File: config.mk
export PLATFORM = sky130hd
export DESIGN_NAME = systolic_mac_engine
export DESIGN_NICKNAME = d
export VERILOG_FILES = /design/src/rtl/systolic_pkg.sv /design/src/rtl/systolic_pe.sv /design/src/rtl/systolic_mac_engine.sv
export SDC_FILE = /design/constraint.sdc
export NUM_CORES = 2
export LEC_CHECK = 0
export CAP_MARGIN = 10
export CORE_MARGIN = 1.5
export CORE_UTILIZATION = 35
export CTS_BUF_LIST = sky130_fd_sc_hd__clkbuf_4
export DETAILED_ROUTE_END_ITERATION = 10
export DONT_BUFFER_PORTS = 1
export HOLD_SLACK_MARGIN = 0.05
export SLEW_MARGIN = 10
export SYNTH_ARGS = -nofsm -noshare
export SYNTH_HDL_FRONTEND = slang
export SYNTH_SLANG_ARGS = --single-unit
File: constraint.sdc
create_clock -name clk -period 6.71 [get_ports clk]
set_input_delay 1.342 -clock clk [delete_from_list [all_inputs] [get_ports clk]]
set_output_delay 1.342 -clock clk [all_outputs]
set_load 0.005 [all_outputs]
File: src/rtl/systolic_pkg.sv
// rtl/systolic_pkg.sv - shared state encoding and width helper for the systolic MAC engine
package systolic_pkg;

    typedef enum logic [1:0] {
        IDLE,
        LOAD_W,
        STREAM,
        DRAIN
    } state_t;

    // Bits needed to hold values 0..n-1, never less than one.
    function automatic int cnt_width(input int n);
        return (n < 2) ? 1 : $clog2(n);
    endfunction

endpackage

File: src/rtl/systolic_pe.sv
// rtl/systolic_pe.sv - weight-stationary processing element with pass-right activation and pass-down psum
module systolic_pe #(
    parameter int DATA_WIDTH  = 8,
    parameter int ACCUM_WIDTH = 32
) (
    input  logic                   clk,
    input  logic                   rst_n,
    input  logic                   en,
    input  logic                   w_we,
    input  logic [DATA_WIDTH-1:0]  w_in,
    input  logic [DATA_WIDTH-1:0]  act_in,
    input  logic [ACCUM_WIDTH-1:0] psum_in,
    input  logic                   v_in,
    output logic [DATA_WIDTH-1:0]  act_out,
    output logic [ACCUM_WIDTH-1:0] psum_out,
    output logic                   v_out
);

    logic signed [DATA_WIDTH-1:0]   w_q;
    logic signed [2*DATA_WIDTH-1:0] prod;

    assign prod = w_q * $signed(act_in);

    // Weight loads are independent of the stall; the data path advances only when enabled.
    always_ff @(posedge clk) begin
        if (!rst_n) begin
            w_q      <= '0;
            act_out  <= '0;
            psum_out <= '0;
            v_out    <= 1'b0;
        end else begin
            if (w_we) begin
                w_q <= w_in;
            end
            if (en) begin
                act_out  <= act_in;
                psum_out <= psum_in + ACCUM_WIDTH'(prod);
                v_out    <= v_in;
            end
        end
    end

endmodule

File: src/rtl/systolic_mac_engine.sv
// rtl/systolic_mac_engine.sv - weight-stationary systolic MAC array with skew, de-skew and stall control
module systolic_mac_engine
    import systolic_pkg::*;
#(
    parameter int DATA_WIDTH  = 8,
    parameter int ROWS        = 4,
    parameter int COLS        = 4,
    parameter int ACCUM_WIDTH = 32
) (
    input  logic                        clk,
    input  logic                        rst_n,
    input  logic                        w_valid,
    output logic                        w_ready,
    input  logic [COLS*DATA_WIDTH-1:0]  w_data,
    input  logic                        a_valid,
    output logic                        a_ready,
    input  logic [ROWS*DATA_WIDTH-1:0]  a_data,
    input  logic                        a_last,
    output logic                        p_valid,
    input  logic                        p_ready,
    output logic [COLS*ACCUM_WIDTH-1:0] p_data,
    output logic                        p_last,
    output logic                        busy
);

    localparam int LAT = ROWS + COLS;
    localparam int RW  = cnt_width(ROWS);
    localparam int FW  = cnt_width(LAT + 2);
    localparam logic [RW-1:0] LAST_ROW = RW'(ROWS - 1);

    state_t          state, state_next;
    logic [RW-1:0]   row_cnt;
    logic [FW-1:0]   inflight;
    logic            stall, w_hs, a_hs, p_hs;
    logic [LAT:0]    last_sr;
    logic [COLS-1:0] col_v;

    logic [DATA_WIDTH-1:0]  act_h  [ROWS][COLS+1];
    logic                   v_h    [ROWS][COLS+1];
    logic [ACCUM_WIDTH-1:0] psum_v [ROWS+1][COLS];

    assign stall = p_valid & ~p_ready;
    assign w_hs  = w_valid & w_ready;
    assign a_hs  = a_valid & a_ready;
    assign p_hs  = p_valid & p_ready;
    assign busy  = (state != IDLE);

    // State register.
    always_ff @(posedge clk) begin
        if (!rst_n) begin
            state <= IDLE;
        end else begin
            state <= state_next;
        end
    end

    // Next state and handshake readies; readies depend only on state and stall.
    always_comb begin
        state_next = state;
        w_ready    = 1'b0;
        a_ready    = 1'b0;
        unique case (state)
            IDLE: begin
                w_ready = 1'b1;
                if (w_valid) begin
                    state_next = (ROWS == 1) ? STREAM : LOAD_W;
                end
            end
            LOAD_W: begin
                w_ready = 1'b1;
                if (w_valid && row_cnt == LAST_ROW) begin
                    state_next = STREAM;
                end
            end
            STREAM: begin
                a_ready = ~stall;
                if (a_valid) begin
                    if (!stall && a_last) begin
                        state_next = DRAIN;
                    end
                end else if (w_valid && inflight == '0) begin
                    state_next = LOAD_W;
                end
            end
            DRAIN: begin
                if (p_hs && p_last) begin
                    state_next = STREAM;
                end
            end
            default: state_next = IDLE;
        endcase
    end

    // Row pointer for weight loading; parked at zero outside LOAD_W so a reload starts at row 0.
    always_ff @(posedge clk) begin
        if (!rst_n) begin
            row_cnt <= '0;
        end else if (w_hs) begin
            row_cnt <= (row_cnt == LAST_ROW) ? '0 : row_cnt + 1'b1;
        end else if (state != LOAD_W) begin
            row_cnt <= '0;
        end
    end

    // Tokens accepted but not yet delivered; zero means the whole pipeline is empty.
    always_ff @(posedge clk) begin
        if (!rst_n) begin
            inflight <= '0;
        end else begin
            inflight <= inflight + FW'(a_hs) - FW'(p_hs);
        end
    end

    // Last flag rides a shift register matched to the full data path depth.
    always_ff @(posedge clk) begin
        if (!rst_n) begin
            last_sr <= '0;
        end else if (!stall) begin
            last_sr <= {last_sr[LAT-1:0], a_hs & a_last};
        end
    end

    assign p_last = last_sr[LAT];

    for (genvar i = 0; i < ROWS; i++) begin : g_skew
        logic [DATA_WIDTH-1:0] d [i+1];
        logic                  v [i+1];
        logic                  unused_east;

        // Input capture plus i delay stages so row i meets its diagonal wavefront.
        always_ff @(posedge clk) begin
            if (!rst_n) begin
                for (int k = 0; k <= i; k++) begin
                    d[k] <= '0;
                    v[k] <= 1'b0;
                end
            end else if (!stall) begin
                d[0] <= a_data[i*DATA_WIDTH +: DATA_WIDTH];
                v[0] <= a_hs;
                for (int k = 1; k <= i; k++) begin
                    d[k] <= d[k-1];
                    v[k] <= v[k-1];
                end
            end
        end

        assign act_h[i][0] = d[i];
        assign v_h[i][0]   = v[i];
        assign unused_east = ^{act_h[i][COLS], v_h[i][COLS]};
    end

    for (genvar j = 0; j < COLS; j++) begin : g_top_psum
        assign psum_v[0][j] = '0;
    end

    for (genvar i = 0; i < ROWS; i++) begin : g_row
        for (genvar j = 0; j < COLS; j++) begin : g_col
            systolic_pe #(
                .DATA_WIDTH (DATA_WIDTH),
                .ACCUM_WIDTH(ACCUM_WIDTH)
            ) u_pe (
                .clk     (clk),
                .rst_n   (rst_n),
                .en      (~stall),
                .w_we    (w_hs && row_cnt == RW'(i)),
                .w_in    (w_data[j*DATA_WIDTH +: DATA_WIDTH]),
                .act_in  (act_h[i][j]),
                .psum_in (psum_v[i][j]),
                .v_in    (v_h[i][j]),
                .act_out (act_h[i][j+1]),
                .psum_out(psum_v[i+1][j]),
                .v_out   (v_h[i][j+1])
            );
        end
    end

    for (genvar j = 0; j < COLS; j++) begin : g_deskew
        localparam int DEPTH = COLS - j;
        logic [ACCUM_WIDTH-1:0] d [DEPTH];
        logic                   v [DEPTH];

        // Column j trails column 0 by j cycles, so it gets j fewer stages; the last stage is the output register.
        always_ff @(posedge clk) begin
            if (!rst_n) begin
                for (int k = 0; k < DEPTH; k++) begin
                    d[k] <= '0;
                    v[k] <= 1'b0;
                end
            end else if (!stall) begin
                d[0] <= psum_v[ROWS][j];
                v[0] <= v_h[ROWS-1][j+1];
                for (int k = 1; k < DEPTH; k++) begin
                    d[k] <= d[k-1];
                    v[k] <= v[k-1];
                end
            end
        end

        assign p_data[j*ACCUM_WIDTH +: ACCUM_WIDTH] = d[DEPTH-1];
        assign col_v[j] = v[DEPTH-1];
    end

    assign p_valid = &col_v;

endmodule

==> out/qor.csv <==
stage;metric;value;unit
synth;synth_xor_area_share;4.23;%
timing;fin_crit;6.76;ns
pwr;power.internal;10300;uW
timing;worst_slew_pin_slew;1.36;ns
die;start_util;35.2;%
synth;synth_cell_type_count;83;
timing;fin_setup_tns;-0.0507;ns
global_route;antenna_found_initial;24;
placement;io_buffers;0;
global_route;grt_pass1_wl;348;mm
global_route;track_usage;17.2;%
global_route;grt_max_degree;562;
timing;setup_slack;-0.0507;ns
placement;placed_cell_area;91800;sq um
synth;synth_cells;9310;
run;drv_cap;0;
synth;synth-async-reset-ratio;0;%
die;die_h;502;um
critical_path;critPathKind;flip-flop to flip-flop;
cts;cts.path.max_buffers;4;
synth;synth.avg_cell_area;9.38;sq um
critical_path;cpMaxStageDelayCell;fa_1;
route;vias;62587;
die;ioPinCount;203;
pwr;switchingPower;3880;uW
cts;path_clk_slew;0.07;ns
timing;slew_viol_final;0;
cts;cts_tree;done;
global_route;grt-ovfl-total;0;
synth;syn-num-nets;11069;
status;violations;negative setup slack;
placement;hpwl;163;mm
cells_and_area;fin_area;97200;sq um
pwr;switching_share;27.3;%
critical_path;critPathLaunchType;flip-flop;
route;drc;0;
pwr;ir_worst_vdd;173;uV
status;status;finished, violations left;
synth;yosysSeqAreaShare;28.7;%
cells_and_area;layout-drive-gt1-share;10.4;%
timing;fin_skew;0.137;ns
min_path;hp-class;input port to flip-flop;
cells_and_area;final_common_cell;inv_1;
critical_path;crit_arrival;7.88;ns
synth;synth_compound_area_share;9.42;%
synth;yosys.area_share.simple;16.6;%
die;die_w;502;um
synth;synth_seq_cells;1047;
critical_path;cp_data_required_time;7.83;ns
synth;synth-edff-count;408;
cells_and_area;synthToLayoutAreaGrowth;11.3;%
synth;synth_top_family_by_area;adder cells;
synth;synth_area_leader_cell;fa_1;
critical_path;r2r_cells;33;
placement;dp_slack;-0.258;ns
timing;rsz0062_at_grt;yes;
cts;clock-root-buffer;clkbuf_4;
die;placementRows;183;
cells_and_area;stdcell_count;13063;
route;wl_per_cell;16.5;um
route;wl;216;mm
pwr;power.leakage;0.0465;uW
timing;max_freq;0.148;GHz
cts;cts_max_level;5;
critical_path;path_common_cell;a21o_1;
route;ant_nets;0;
timing;slew_headroom;9.08;%
critical_path;crit_path_end_kind;flip-flop;
global_route;grt_pass1_vias;65421;
cells_and_area;fillCellCount;24827;
timing;fin_crit_sh;101;%
synth;synth_top_area_share;22.3;%
pwr;p_per_area;146;nW/um^2
pwr;pwr-share-clk;40.7;%
synth;ys.flop_type;dfxtp_1;
cts;clock_sinks;1047;
route;dr.pass1.iters;5;
synth;synthTopCellsByArea;fa_1 22%, dfxtp_1 15%, edfxtp_1 14%;
pwr;p_total;14200;uW
timing;hold_viol;0;
synth;netlist_area;87300;sq um
timing;finalSetupViolCount;1;
cells_and_area;nNetsFinal;11282;
die;die_area;252000;sq um
cells_and_area;final_cell_mix;1390 x inv_1, 1294 x nand2_1, 965 x fa_1;
pwr;pwr-share-comb;10.2;%
synth;yosys.area_share.adder;32.6;%
synth;ys_warn_count;0;
synth;synthMuxAreaShare;0.139;%
placement;gp_congestion;0.882;
critical_path;worstPathMaxFanout;5;
min_path;holdPathStages;2;
critical_path;slowest_delay;0.51;ns
cts;numCtsBuffers;305;
pwr;seqPwrFrac;49.2;%
cts;worst_skew_pair.late_latency;1.35;ns
route;drtIter0Drc;2902;
route;via_per_inst;4.79;
die;coreArea;248000;sq um
placement;placedCellCount;12470;
==> power by group through the flow <==
stage / clock [uW] / sequential [uW] / combinational, uW
3_5_place_dp: 0 / 7130 / 1380
6_report: 5790 / 6990 / 1440
5_1_grt: 6340 / 7010 / 1640
2_1_floorplan: 0 / 7010 / 1070
4_1_cts: 6040 / 6990 / 1430
3_3_place_gp: 0 / 7120 / 1340
==> state kept, by name (all words and copies together), names as in the netlist, 9 cells and up <==
register / cells
last_sr: 9
g_deskew.d: 320
g_row.g_col.u_pe.act_out: 96
g_row.g_col.u_pe.psum_out: 388
g_deskew.v: 10
g_row.g_col.u_pe.w_q: 128
g_skew.d: 80
==> through the flow <==
step	util (%)	hold slack (ns)
CTS	38.7	0.0504
global placement	37.0	0.426
finish	39.1	0.244
global route	39.1	0.123
floorplan	-	0.414
detailed placement	37.0	0.435
==> per-layer routing <==
metal / track usage (%) / up-vias / share of wire, %
met3: 2.80 / 345 / 4.3
met5: 0 / - / 0.056
met2: 29.3 / 1154 / 48
met4: 5.28 / 20 / 2.5
met1: 22.2 / 30785 / 46
li1: - / 30283 / -
==> synth_stat cells, types with 5 or more instances <==
library cell,n
o211a_1,8
o31ai_1,7
and3_1,433
o21ai_0,214
and2_1,644
a21oi_1,570
o211ai_1,5
inv_1,1418
nor3_1,54
nand3_1,46
fa_1,973
a211o_1,15
xnor2_1,329
buf_1,5
a31oi_1,18
a21o_1,167
o21a_1,28
nand4_1,12
nand2_1,1299
dfxtp_1,639
o22ai_1,11
o31a_1,5
a211oi_1,33
ha_1,716
xor2_1,90
o21bai_1,65
edfxtp_1,408
a21boi_0,104
buf_4,64
and4_1,5
nand2b_1,96
o21ai_1,14
or3_1,17
o41a_1,6
mux2_2,9
nor2b_1,91
clkbuf_1,379
a41oi_1,5
o41ai_1,10
nor2_1,220
==> cell families after synthesis <==
family | after synthesis
xor gates and xnor gates | 420
muxes | 11
AOI/OAI and AO/OA | 1332
DFF | 1047
buffers and inverters | 1869
and+or+nand+nor | 2942
adders and majority gates | 1689
==> repair_timing <==
item / CTS / global route
hold buffers: 35 / 0
resized for setup: 67 / 199
pin swaps: 44 / 132
endpoints found under the setup margin: 27 / 60
hold endpoints to repair: 105 / 0
setup buffers: 18 / 28
==> final timing paths <==
| kind | from | endpoint | slack, ns |
|---|---|---|---|
| setup / recovery | g_row[3].g_col[1].u_pe.act_out[2] | g_row[3].g_col[2].u_pe.psum_out[31] | -0.05 |
| hold / removal | w_data[7] | g_row[3].g_col[0].u_pe.w_q[7] | 0.24 |
| setup reg to reg | g_row[3].g_col[1].u_pe.act_out[2] | g_row[3].g_col[2].u_pe.psum_out[31] | -0.05 |
| hold reg to reg | g_row[3].g_col[0].u_pe.psum_out[31] | g_row[3].g_col[0].u_pe.psum_out[31] | 0.44 |
==> critical path: cells and delay by family, from the launching register on <==
kind | cells | cell delay, ns
compound gates | 16 | 2.77
fa+ha+maj | 6 | 2.21
simple gates | 5 | 0.65
buf+inv | 5 | 0.41
flops | 1 | 0.34
xor+xnor | 1 | 0.17
==> area by class of cell <==
class / instances / area, sq um / share of cell area, %
antenna: 8 / 20.0 / 0.0206
clock buffer: 412 / 3090 / 3.18
clock inverter: 97 / 474 / 0.488
inverter: 1420 / 5350 / 5.51
multi-input combinational: 6394 / 56000 / 57.7
sequential: 1047 / 25100 / 25.8
tap: 3330 / 4170 / 4.29
timing repair buffer: 355 / 2930 / 3.01
(Power assumes the default switching activity.)
